`src/rtl/bin_to_bcd_converter_if.sv`:
```
// Request/result bundle for bin_to_bcd_converter: start and bin_in go in,
// busy, done, packed BCD and sign come back.
interface bin_to_bcd_converter_if #(
   parameter int WORD_LENGTH = 16,
   parameter int BCD_DIGITS  = 5
);
   logic                      start;
   logic [WORD_LENGTH-1:0]    bin_in;
   logic                      busy;
   logic                      done;
   logic [4*BCD_DIGITS-1:0]   bcd_out;
   logic                      sign;

   modport master (
      output start, bin_in,
      input  busy, done, bcd_out, sign
   );

   modport slave (
      input  start, bin_in,
      output busy, done, bcd_out, sign
   );
endinterface

```
`src/rtl/bin_to_bcd_converter.sv`:
```
// Sequential double-dabble binary-to-BCD converter, one input bit per clock.
// Optional macro BCD_SIGNED_EN: treat bin_in as two's complement and report sign.
module bin_to_bcd_converter #(
   parameter int WORD_LENGTH = 16,
   parameter int BCD_DIGITS  = 5
) (
   input  logic                       clk,
   input  logic                       reset,
   bin_to_bcd_converter_if.slave      bus,
   output logic [1:0]                 state_o
);

   // Handshake: start is sampled only while IDLE; the accepting edge also
   // samples bin_in and raises busy. busy stays high until the edge that
   // raises done for exactly one cycle, on which bcd_out/sign update. A start
   // seen while busy or finishing is dropped, never queued.

   localparam int BCD_W = 4 * BCD_DIGITS;
   localparam int CNT_W = $clog2(WORD_LENGTH + 1);
   localparam logic [CNT_W-1:0] CNT_INIT = CNT_W'(WORD_LENGTH);
   localparam logic [CNT_W-1:0] CNT_ONE  = CNT_W'(1);

   typedef enum logic [1:0] {
      IDLE   = 2'd0,
      SHIFT  = 2'd1,
      FINISH = 2'd2
   } state_e;

   state_e                 state_q, state_d;
   logic [WORD_LENGTH-1:0] shift_q, shift_d;
   logic [BCD_W-1:0]       scratch_q, scratch_d;
   logic [BCD_W-1:0]       scratch_adj;
   logic [CNT_W-1:0]       cnt_q, cnt_d;
   logic                   busy_q, busy_d;
   logic                   done_q, done_d;
   logic [BCD_W-1:0]       bcd_q, bcd_d;
   logic [WORD_LENGTH-1:0] load_val;

`ifdef BCD_SIGNED_EN
   logic sign_cap_q, sign_cap_d;
   logic sign_q, sign_d;

   // Negation in WORD_LENGTH bits maps the most-negative value onto itself,
   // which read as unsigned is exactly its magnitude.
   assign load_val = bus.bin_in[WORD_LENGTH-1] ? (WORD_LENGTH'(0) - bus.bin_in)
                                               : bus.bin_in;

   always_comb begin
      sign_cap_d = sign_cap_q;
      sign_d     = sign_q;
      if (state_q == IDLE && bus.start) sign_cap_d = bus.bin_in[WORD_LENGTH-1];
      if (state_q == FINISH)            sign_d     = sign_cap_q;
   end

   always_ff @(posedge clk or negedge reset) begin
      if (!reset) begin
         sign_cap_q <= 1'b0;
         sign_q     <= 1'b0;
      end else begin
         sign_cap_q <= sign_cap_d;
         sign_q     <= sign_d;
      end
   end

   assign bus.sign = sign_q;
`else
   assign load_val = bus.bin_in;
   assign bus.sign = 1'b0;
`endif

   always_comb begin
      scratch_adj = scratch_q;
      for (int i = 0; i < BCD_DIGITS; i++) begin
         if (scratch_q[4*i +: 4] >= 4'd5)
            scratch_adj[4*i +: 4] = scratch_q[4*i +: 4] + 4'd3;
      end
   end

   always_comb begin
      state_d   = state_q;
      shift_d   = shift_q;
      scratch_d = scratch_q;
      cnt_d     = cnt_q;
      busy_d    = busy_q;
      done_d    = 1'b0;
      bcd_d     = bcd_q;
      case (state_q)
         IDLE: begin
            if (bus.start) begin
               shift_d   = load_val;
               scratch_d = '0;
               cnt_d     = CNT_INIT;
               busy_d    = 1'b1;
               state_d   = SHIFT;
            end
         end
         SHIFT: begin
            {scratch_d, shift_d} = {scratch_adj, shift_q} << 1;
            cnt_d = cnt_q - CNT_ONE;
            if (cnt_q == CNT_ONE) state_d = FINISH;
         end
         FINISH: begin
            bcd_d   = scratch_q;
            done_d  = 1'b1;
            busy_d  = 1'b0;
            state_d = IDLE;
         end
         default: state_d = IDLE;
      endcase
   end

   always_ff @(posedge clk or negedge reset) begin
      if (!reset) begin
         state_q   <= IDLE;
         shift_q   <= '0;
         scratch_q <= '0;
         cnt_q     <= '0;
         busy_q    <= 1'b0;
         done_q    <= 1'b0;
         bcd_q     <= '0;
      end else begin
         state_q   <= state_d;
         shift_q   <= shift_d;
         scratch_q <= scratch_d;
         cnt_q     <= cnt_d;
         busy_q    <= busy_d;
         done_q    <= done_d;
         bcd_q     <= bcd_d;
      end
   end

   assign bus.busy    = busy_q;
   assign bus.done    = done_q;
   assign bus.bcd_out = bcd_q;
   assign state_o     = state_q;

endmodule
```
`src/flat_wrapper.sv`:
```
// flat-port wrapper written by rule: the top's interface ports become plain ports
module bin_to_bcd_converter_flat 
#(
   parameter int WORD_LENGTH = 16,
   parameter int BCD_DIGITS  = 5
)
  (clk, reset, state_o, bus_start, bus_bin_in, bus_busy, bus_done, bus_bcd_out, bus_sign);
  bin_to_bcd_converter_if #(.WORD_LENGTH(WORD_LENGTH), .BCD_DIGITS(BCD_DIGITS)) bus_i ();
  input  logic clk;
  input  logic reset;
  output logic [1:0] state_o;
  input wire logic [$bits(bus_i.start)-1:0] bus_start;
  input wire logic [$bits(bus_i.bin_in)-1:0] bus_bin_in;
  output wire logic [$bits(bus_i.busy)-1:0] bus_busy;
  output wire logic [$bits(bus_i.done)-1:0] bus_done;
  output wire logic [$bits(bus_i.bcd_out)-1:0] bus_bcd_out;
  output wire logic [$bits(bus_i.sign)-1:0] bus_sign;
  assign bus_i.start = bus_start;
  assign bus_i.bin_in = bus_bin_in;
  assign bus_busy = bus_i.busy;
  assign bus_done = bus_i.done;
  assign bus_bcd_out = bus_i.bcd_out;
  assign bus_sign = bus_i.sign;
  bin_to_bcd_converter #(.WORD_LENGTH(WORD_LENGTH), .BCD_DIGITS(BCD_DIGITS)) u_core (.clk(clk), .reset(reset), .bus(bus_i), .state_o(state_o));
endmodule
```
`config.mk`:
```
export PLATFORM = sky130hd
export DESIGN_NAME = bin_to_bcd_converter_flat
export DESIGN_NICKNAME = d
export VERILOG_FILES = /design/src/rtl/bin_to_bcd_converter_if.sv /design/src/rtl/bin_to_bcd_converter.sv /design/src/flat_wrapper.sv
export SDC_FILE = /design/constraint.sdc
export NUM_CORES = 1
export LEC_CHECK = 0
export CORE_MARGIN = 2
export CORE_UTILIZATION = 34
export CTS_BUF_LIST = sky130_fd_sc_hd__clkbuf_4 sky130_fd_sc_hd__clkbuf_8 sky130_fd_sc_hd__clkbuf_16
export DETAILED_ROUTE_END_ITERATION = 10
export PLACE_DENSITY = 0.54
export SKIP_LAST_GASP = 1
export SYNTH_ARGS = -nofsm -noshare
export SYNTH_HDL_FRONTEND = slang
export SYNTH_SLANG_ARGS = --single-unit
```
`constraint.sdc`:
```
create_clock -name clk -period 1.8 [get_ports clk]
set_input_delay 0.36 -clock clk [delete_from_list [all_inputs] [get_ports clk]]
set_output_delay 0.36 -clock clk [all_outputs]
set_load 0.1 [all_outputs]
```
==> qor.log, run 1 <==
qor: clock_tree.reg_clk_slew_reported_paths 60 ps
qor: power.leakage 1.750 nW
qor: placement.io_buffers 42
qor: sta.timing_max_transition_violations_final 0
qor: clock_tree.cts_inserted_buffers 9
qor: run_status.run_status completed
qor: min_path.path_category_of_the_worst_min_delay_check in2async
qor: cells_and_area.final_std_cells_w_o_fill 442
qor: sta.rsz_0062_raised_after_global_routing no
qor: die.num_io_pins 44
qor: die.placeableCoreArea 8678 um2
qor: clock_tree.htree_levels 3
qor: routing.routed-via-count 2160
qor: placement.placed_cells_incl_taps 428
qor: setup_path.critical_path.cell_chain inv_1 -> ha_1 -> nand2b_1 -> a21oi_1 -> nand3_1 -> o311ai_0
qor: placement.routabilityCongestion 0.7654
qor: setup_path.critical-path-max-stage-delay 410 ps
qor: clock_tree.cts_repair_resized_insts 0
qor: cells_and_area.filler_cell_count_in_the_final_layout 848
qor: synthesis.yosysSeqAreaShare 0.5354
qor: synthesis.cells_after_synthesis 286
qor: setup_path.worstSetupStartpointType register
qor: routing.dr.pass1.iters 4
qor: routing.post_route_drc 0
qor: cells_and_area.fin_nets 362
qor: setup_path.data_required_time_of_the_worst_path 2010 ps
qor: synthesis.post_synth_num_cell_types 37
qor: setup_path.setup.worst_path.class reg2reg
qor: cells_and_area.drive_above_1_share 0.1976
qor: die.initial_core_utilization 0.3501
qor: setup_path.critPathCaptureType register
qor: routing.routed_wirelength 5.774 mm
qor: cells_and_area.multi_input_gate_area 1249 um2
qor: synthesis.synthesis.nets 317
qor: sta.post-route-period-util 0.8472
qor: clock_tree.post_cts_setup_buffer_count 0
qor: global_route.grt_start_max_net_pins 66
qor: clock_tree.cts.hold.buffers_added 0
qor: routing.viasPerCell 4.887
qor: power.power_density 1925 nW/um2
qor: global_route.global_route.overflow_total 0
qor: global_route.antenna_found_initial 0
qor: synthesis.synthesis.yosys.warnings 0
qor: sta.setup_viol 0
qor: routing.wl_per_cell 13.06 um
qor: die.die_w 98.53 um
qor: setup_path.worstPathArrival 1730 ps
qor: clock_tree.worst_skew_pair_later_pin_latency 340 ps
qor: synthesis.synth_seq_cells 65
qor: placement.dp.final_hpwl 3.889 mm
qor: routing.antenna_violating_nets_post_route 0
qor: synthesis.synthesis.area 3038 um2
qor: clock_tree.clock_root_cell sky130_fd_sc_hd__clkbuf_8
qor: die.die_area 9707 um2
qor: cells_and_area.area_growth_syn_to_layout 30.64%
qor: cells_and_area.antenna_cells_inserted 0
qor: sta.final_hold_viol_count 0
qor: global_route.number_of_global_route_vias_before_repair 2119
qor: synthesis.netlist.area_leader.share 0.5354
qor: clock_tree.max-clock-path-buffers 2
qor: routing.drt_iter0_markers 69
qor: synthesis.yosysTopAreaCell sky130_fd_sc_hd__dfrtp_1
qor: global_route.grt_first_pass_wirelength 9.915 mm
qor: setup_path.critical-path-slowest-cell sky130_fd_sc_hd__dfrtp_1
qor: die.core.rowCount 34
qor: job.timing.max_cap.violations 0
qor: clock_tree.clock_tree_from_tritoncts yes
qor: global_route.global_route.usage.total 0.1284
qor: clock_tree.cts.sinks 65
qor: synthesis.synth.avg_cell_area 10.62 um2
qor: sta.fin_skew 5.544 ps
qor: setup_path.r2r.worst_path.cells 6
qor: sta.setup_tns 0 ps
qor: synthesis.synthTopCellsByArea sky130_fd_sc_hd__dfrtp_1 (54%), sky130_fd_sc_hd__nand2_1 (5.8%), sky130_fd_sc_hd__o21ai_0 (5.3%), sky130_fd_sc_hd__ha_1 (4.9%), sky130_fd_sc_hd__mux2_2 (3.7%)
qor: setup_path.critPathMaxFanout 4
qor: power.max-vdd-ir-drop 0.5911 mV
qor: cells_and_area.finalInstanceArea 3969 um2
qor: die.chipHeight 98.53 um
qor: sta.fmax 655.8 MHz
qor: sta.finalCriticalPeriod 1525 ps
qor: placement.placed_cell_area 3795 um2
qor: cells_and_area.seq_area 1629 um2
-- state kept, by name, indices dropped and copies added, names as in the netlist --
| register | flops |
|---|---|
| u_core.bus.done | 1 |
| u_core.state_o | 2 |
| u_core.cnt_q | 5 |
| u_core.bus.bcd_out | 20 |
| u_core.scratch_q | 20 |
| u_core.bus.busy | 1 |
| u_core.shift_q | 16 |
-- cell usage in the layout (no fill, tap or decap), types with 3 or more instances in the layout --
cell and n:
sky130_fd_sc_hd__buf_4 5, sky130_fd_sc_hd__a22oi_1 14, sky130_fd_sc_hd__o21ai_1 12, sky130_fd_sc_hd__o31ai_1 3, sky130_fd_sc_hd__inv_1 13, sky130_fd_sc_hd__xnor2_1 5, sky130_fd_sc_hd__clkbuf_8 11, sky130_fd_sc_hd__clkdlybuf4s50_1 17
sky130_fd_sc_hd__mux2_2 10, sky130_fd_sc_hd__xor2_1 3, sky130_fd_sc_hd__clkbuf_4 3, sky130_fd_sc_hd__o21ai_0 32, sky130_fd_sc_hd__dfrtp_1 63, sky130_fd_sc_hd__buf_12 26, sky130_fd_sc_hd__a21oi_1 7, sky130_fd_sc_hd__ha_1 12
sky130_fd_sc_hd__nand2_1 47, sky130_fd_sc_hd__nand2b_1 6, sky130_fd_sc_hd__o311ai_0 4, sky130_fd_sc_hd__nand3_1 12, sky130_fd_sc_hd__nor3_1 6
-- cell usage after synthesis --
library cell	instances
sky130_fd_sc_hd__nand3_1	12
sky130_fd_sc_hd__ha_1	12
sky130_fd_sc_hd__a22o_1	2
sky130_fd_sc_hd__or4_4	1
sky130_fd_sc_hd__or3b_4	1
sky130_fd_sc_hd__nor3_1	6
sky130_fd_sc_hd__nand2_1	47
sky130_fd_sc_hd__xor2_1	3
sky130_fd_sc_hd__clkbuf_4	1
sky130_fd_sc_hd__nor2b_4	2
sky130_fd_sc_hd__nand2_2	1
sky130_fd_sc_hd__a221o_1	1
sky130_fd_sc_hd__clkbuf_1	2
sky130_fd_sc_hd__a22oi_1	14
sky130_fd_sc_hd__nor3b_1	2
sky130_fd_sc_hd__nor2_1	1
sky130_fd_sc_hd__nor4b_1	1
sky130_fd_sc_hd__o21ai_0	32
sky130_fd_sc_hd__a21oi_1	7
sky130_fd_sc_hd__nand2b_1	6
sky130_fd_sc_hd__nand3b_1	1
sky130_fd_sc_hd__inv_1	13
sky130_fd_sc_hd__o311ai_1	1
sky130_fd_sc_hd__o21ai_1	12
sky130_fd_sc_hd__mux2_2	10
sky130_fd_sc_hd__buf_2	4
sky130_fd_sc_hd__and2_1	1
sky130_fd_sc_hd__o31ai_1	3
sky130_fd_sc_hd__buf_6	5
sky130_fd_sc_hd__xnor2_1	5
sky130_fd_sc_hd__buf_4	3
sky130_fd_sc_hd__dfrtp_1	65
sky130_fd_sc_hd__o21bai_4	1
sky130_fd_sc_hd__mux2i_1	1
sky130_fd_sc_hd__nand2b_4	2
sky130_fd_sc_hd__conb_1	1
sky130_fd_sc_hd__o311ai_0	4
-- critical path: cells and delay by family, from the launching register on --
family / cells / cell delay (ps)
compound gates: 2 / 460
flops: 1 / 410
fa+ha+maj: 1 / 200
simple gates: 2 / 200
buf+inv: 1 / 120
-- report_power, final --
group          switching (W)  internal, W
combinational        0.00242      0.00153
sequential          0.000563      0.00203
clock               0.000487     0.000607
total                0.00347      0.00417
-- area by class of cell --
cell class / count / share of cell area
multi-input cells: 193 / 0.3146
inverters: 13 / 0.01230
clock buffers: 14 / 0.04382
repair buffers: 49 / 0.1847
flip-flops and latches: 65 / 0.4105
well taps: 108 / 0.03405
-- final timing paths --
| kind | slack [ps] | to | start |
|---|---|---|---|
| min in group clk | 480 | u_core.cnt_q[4] | u_core.cnt_q[4] |
| hold reg to reg | 480 | u_core.cnt_q[4] | u_core.cnt_q[4] |
| setup / recovery | 280 | u_core.scratch_q[10] | u_core.scratch_q[8] |
| max in group asynchronous | 1460 | u_core.state_o[1] | reset |
| hold / removal | 40 | u_core.bus.bcd_out[1] | reset |
| setup reg to reg | 280 | u_core.scratch_q[10] | u_core.scratch_q[8] |
-- stage by stage --
step / setup slack (ps) / hold WS [ps] / util / total power, W
6_report: 275.0 / 41.16 / 0.4573 / 0.007639
2_1_floorplan: 208.1 / 64.41 / - / 0.005239
4_1_cts: 232.8 / 40.57 / 0.4573 / 0.007748
3_3_place_gp: 130.0 / 409.2 / 0.4373 / 0.006547
3_5_place_dp: 55.76 / 405.4 / 0.4373 / 0.006611
5_1_grt: 153.1 / 57.54 / 0.4573 / 0.008136
-- routing by layer --
layer  routed length [um]  share of wire  vias to the layer above  track usage
li1                     -              -                     1079            -
met1                 2731           0.47                     1020       0.1641
met2                 2701           0.47                       53       0.2020
met3                  233          0.040                        8      0.03901
met4                  107          0.019                        0      0.05690
met5                    0              0                        -            0
-- cells by family (layout without fill, tap and decap cells) --
family                   Yosys count  in the layout  share of synthesized area
AND/OR/NAND/NOR                   84             84                     0.1413
multiplexers                      11             11                    0.04036
AO/OA/AOI/OAI                     77             77                     0.1557
other                              1              1                   0.001234
flip-flops                        65             65                     0.5354
buffers and inverters             28             76                    0.05354
XOR/XNOR                           8              8                    0.02307
adder cells (fa/ha/maj)           12             12                    0.04942
(Power assumes the default switching activity.)
==> run 2: changes to the inputs <==
--- a/config.mk
+++ b/config.mk
@@ -9,7 +9,7 @@
 export CORE_UTILIZATION = 34
 export CTS_BUF_LIST = sky130_fd_sc_hd__clkbuf_4 sky130_fd_sc_hd__clkbuf_8 sky130_fd_sc_hd__clkbuf_16
 export DETAILED_ROUTE_END_ITERATION = 10
-export PLACE_DENSITY = 0.54
+export PLACE_DENSITY = 0.56
 export SKIP_LAST_GASP = 1
 export SYNTH_ARGS = -nofsm -noshare
 export SYNTH_HDL_FRONTEND = slang
==> constraint.sdc (replaced) <==
create_clock -name clk -period 1.3 [get_ports clk]
set_input_delay 0.26 -clock clk [delete_from_list [all_inputs] [get_ports clk]]
set_output_delay 0.26 -clock clk [all_outputs]
set_load 0.1 [all_outputs]
==> run 2 against run 1 <==
  * The run now ends with setup timing left
  * Clock power increased by 50%
  * Combinational power increased by 100%
  * Worst setup slack got worse by 470 ps
  * Non-clock buffer count increased by 57
  * Die area unchanged
  * Critical endpoint is now state_o[1]
==> qor.log, run 2 (synthesis results as in run 1) <==
qor: setup_path.worstReg2RegStart u_core.state_o[0] [was u_core.scratch_q[8]]
qor: die.die_w 98.53 um [unchanged]
qor: setup_path.worstReg2RegEnd u_core.scratch_q[18] [was u_core.scratch_q[10]]
qor: setup_path.critPathCaptureType output port [was register]
qor: cells_and_area.finalInstanceArea 5160 um2 [was 3969 um2]
qor: placement.pre_cts_ws -293.3 ps [was 55.76 ps]
qor: routing.drt_iter0_markers 126 [was 69]
qor: clock_tree.clock_root_cell sky130_fd_sc_hd__clkbuf_8 [unchanged]
qor: run_status.run_status finished with violations [was completed]
qor: routing.post_route_drc 0 [unchanged]
qor: sta.final_hold_viol_count 0 [unchanged]
qor: sta.finalCriticalPeriod 1496 ps
qor: cells_and_area.mostFrequentLayoutCell sky130_fd_sc_hd__dfrtp_1 [unchanged]
qor: cells_and_area.antenna_cells_inserted 0 [unchanged]
qor: clock_tree.htree_levels 3 [unchanged]
qor: placement.routabilityCongestion 0.7879 [was 0.7654]
qor: routing.dr.pass1.iters 4 [unchanged]
qor: clock_tree.worst_skew_pair_later_pin_latency 350 ps [was 340 ps]
qor: setup_path.setup.worst_path.class reg2out [was reg2reg]
qor: power.max-vdd-ir-drop 1.023 mV [was 0.5911 mV]
qor: placement.placed_cells_incl_taps 465 [was 428]
qor: setup_path.data_required_time_of_the_worst_path 1040 ps [was 2010 ps]
qor: clock_tree.cts_inserted_buffers 9 [unchanged]
qor: sta.setup_slack -196.4 ps [was 275.0 ps]
qor: clock_tree.clock_tree_from_tritoncts yes [unchanged]
qor: global_route.global_route.usage.total 0.1565 [was 0.1284]
qor: cells_and_area.layout.cells.most_common_list sky130_fd_sc_hd__dfrtp_1 (63), sky130_fd_sc_hd__buf_4 (35), sky130_fd_sc_hd__buf_12 (31), sky130_fd_sc_hd__o21ai_1 (18) [was sky130_fd_sc_hd__dfrtp_1 (63), sky130_fd_sc_hd__nand2_1 (47), sky130_fd_sc_hd__o21ai_0 (32), sky130_fd_sc_hd__buf_12 (26), sky130_fd_sc_hd__clkdlybuf4s50_1 (17)]
qor: routing.wl_per_cell 16.14 um [was 13.06 um]
qor: clock_tree.cts.sinks 65 [unchanged]
qor: routing.routed-via-count 2563 [was 2160]
qor: sta.timing_max_transition_violations_final 0 [unchanged]
qor: global_route.global_route.overflow_total 0 [unchanged]
qor: power.leakage 2.382 nW [was 1.750 nW]
qor: cells_and_area.fin_nets 419 [was 362]
qor: job.timing.max_cap.violations 0 [unchanged]
qor: global_route.antenna_found_initial 0 [unchanged]
qor: die.initial_core_utilization 0.3501 [unchanged]
qor: sta.post-route-period-util 1.151
qor: global_route.grt_start_max_net_pins 29 [was 66]
qor: die.core.rowCount 34 [unchanged]
qor: clock_tree.max-clock-path-buffers 2 [unchanged]
qor: routing.viasPerCell 5.116 [was 4.887]
qor: routing.antenna_violating_nets_post_route 0 [unchanged]
qor: placement.placed_cell_area 4182 um2 [was 3795 um2]
qor: setup_path.endpoint state_o[1] [was u_core.scratch_q[10]]
qor: cells_and_area.drive_above_1_share 0.5496 [was 0.1976]
qor: clock_tree.reg_clk_slew_reported_paths 70 ps [was 60 ps]
qor: sta.rsz_0062_raised_after_global_routing yes [was no]
qor: die.chipHeight 98.53 um [unchanged]
qor: setup_path.worstPathArrival 1240 ps [was 1730 ps]
qor: sta.setup_tns -6873 ps [was 0 ps]
qor: global_route.number_of_global_route_vias_before_repair 2526 [was 2119]
qor: run_status.violations_in_the_final_reports setup timing
qor: power.power_density 2608 nW/um2 [was 1925 nW/um2]
qor: setup_path.r2r.worst_path.cells 5 [was 6]
qor: placement.io_buffers 42 [unchanged]
qor: die.placeableCoreArea 8678 um2 [unchanged]
qor: placement.dp.final_hpwl 4.551 mm [was 3.889 mm]
qor: min_path.path_category_of_the_worst_min_delay_check in2async [unchanged]
qor: die.num_io_pins 44 [unchanged]
qor: global_route.grt_first_pass_wirelength 12.15 mm [was 9.915 mm]
qor: cells_and_area.area_growth_syn_to_layout 69.85% [was 30.64%]
qor: die.die_area 9707 um2 [unchanged]
qor: setup_path.worst_setup_slack_for_register_to_register_paths -190 ps [was 280 ps]
qor: cells_and_area.final_std_cells_w_o_fill 501 [was 442]
qor: setup_path.startpoint u_core.state_o[1] [was u_core.scratch_q[8]]
qor: sta.setup_viol 56 [was 0]
qor: setup_path.critPathMaxFanout 2 [was 4]
qor: sta.fmax 668.3 MHz
qor: cells_and_area.layout.core_utilization 0.5946 [was 0.4573]
qor: setup_path.worstSetupStartpointType register [unchanged]
qor: routing.routed_wirelength 8.087 mm [was 5.774 mm]
qor: sta.fin_skew 11.33 ps [was 5.544 ps]
qor: cells_and_area.filler_cell_count_in_the_final_layout 703 [was 848]
run 2: cell types whose count changed in the layout (fill, tap and decap cells not counted), sizes merged:
cell,before,now
clkinvlp,0,1
buf,32,84
clkbuf,14,18
clkinv,0,1
dlygate4sd3,0,1
run 2: how the worst min path moves through the flow:
stage	from	endpoint	slack, ps	cells past startpoint
3_5_place_dp	reset	u_core.bus.bcd_out[1]	210	1
2_1_floorplan	reset	u_core.bus.bcd_out[0]	-40	0
6_report	reset	u_core.bus.bcd_out[1]	380	2
4_1_cts	reset	u_core.scratch_q[1]	400	2
5_1_grt	reset	u_core.scratch_q[4]	410	2
3_3_place_gp	reset	u_core.bus.bcd_out[1]	200	1
run 2: critical path, stage by stage (launching register included):
cell and delay (ps):
sky130_fd_sc_hd__dfrtp_4 490, sky130_fd_sc_hd__buf_6 130, sky130_fd_sc_hd__buf_8 120, sky130_fd_sc_hd__buf_12 150
run 2: through the flow:
stage | hold WS, ps | power, W
after CTS | 400.0 | 0.01220
after detailed placement | 214.8 | 0.01002
final | 384.7 | 0.01346
after global placement | 204.0 | 0.009893
after floorplan | -35.59 | 0.007474
after global routing | 409.5 | 0.01415
run 2: routing by layer:
layer,part of all wire,routed length [um],track usage
met3,0.029,231,0.02837
met4,0.015,123,0.07165
met5,0,0,0
met1,0.44,3558,0.2091
met2,0.52,4174,0.2491
run 2: area by class of cell:
cell class / count / area (um2) / share of cell area
clock buffers: 14 / 173.9 / 0.03371
clock inverters: 2 / 12.51 / 0.002425
inverters: 13 / 48.80 / 0.009457
multi-input cells: 193 / 1773 / 0.3436
flip-flops and latches: 65 / 1634 / 0.3167
well taps: 108 / 135.1 / 0.02619
repair buffers: 106 / 1383 / 0.2679
run 2: power breakdown:
part,internal [W],switching [W]
registers,0.00282,0.000931
clock network,0.000859,0.000770
logic,0.00364,0.00443
run 2: timing repair:
action / in CTS / in global routing
gates cloned: 2 / 5
gates resized for setup: 36 / 108
setup buffers: 12 / 4
hold buffers: 1 / 0
endpoints found under the setup margin: 21 / 62
pin swaps: 15 / 17
hold endpoints to repair: 12 / 0
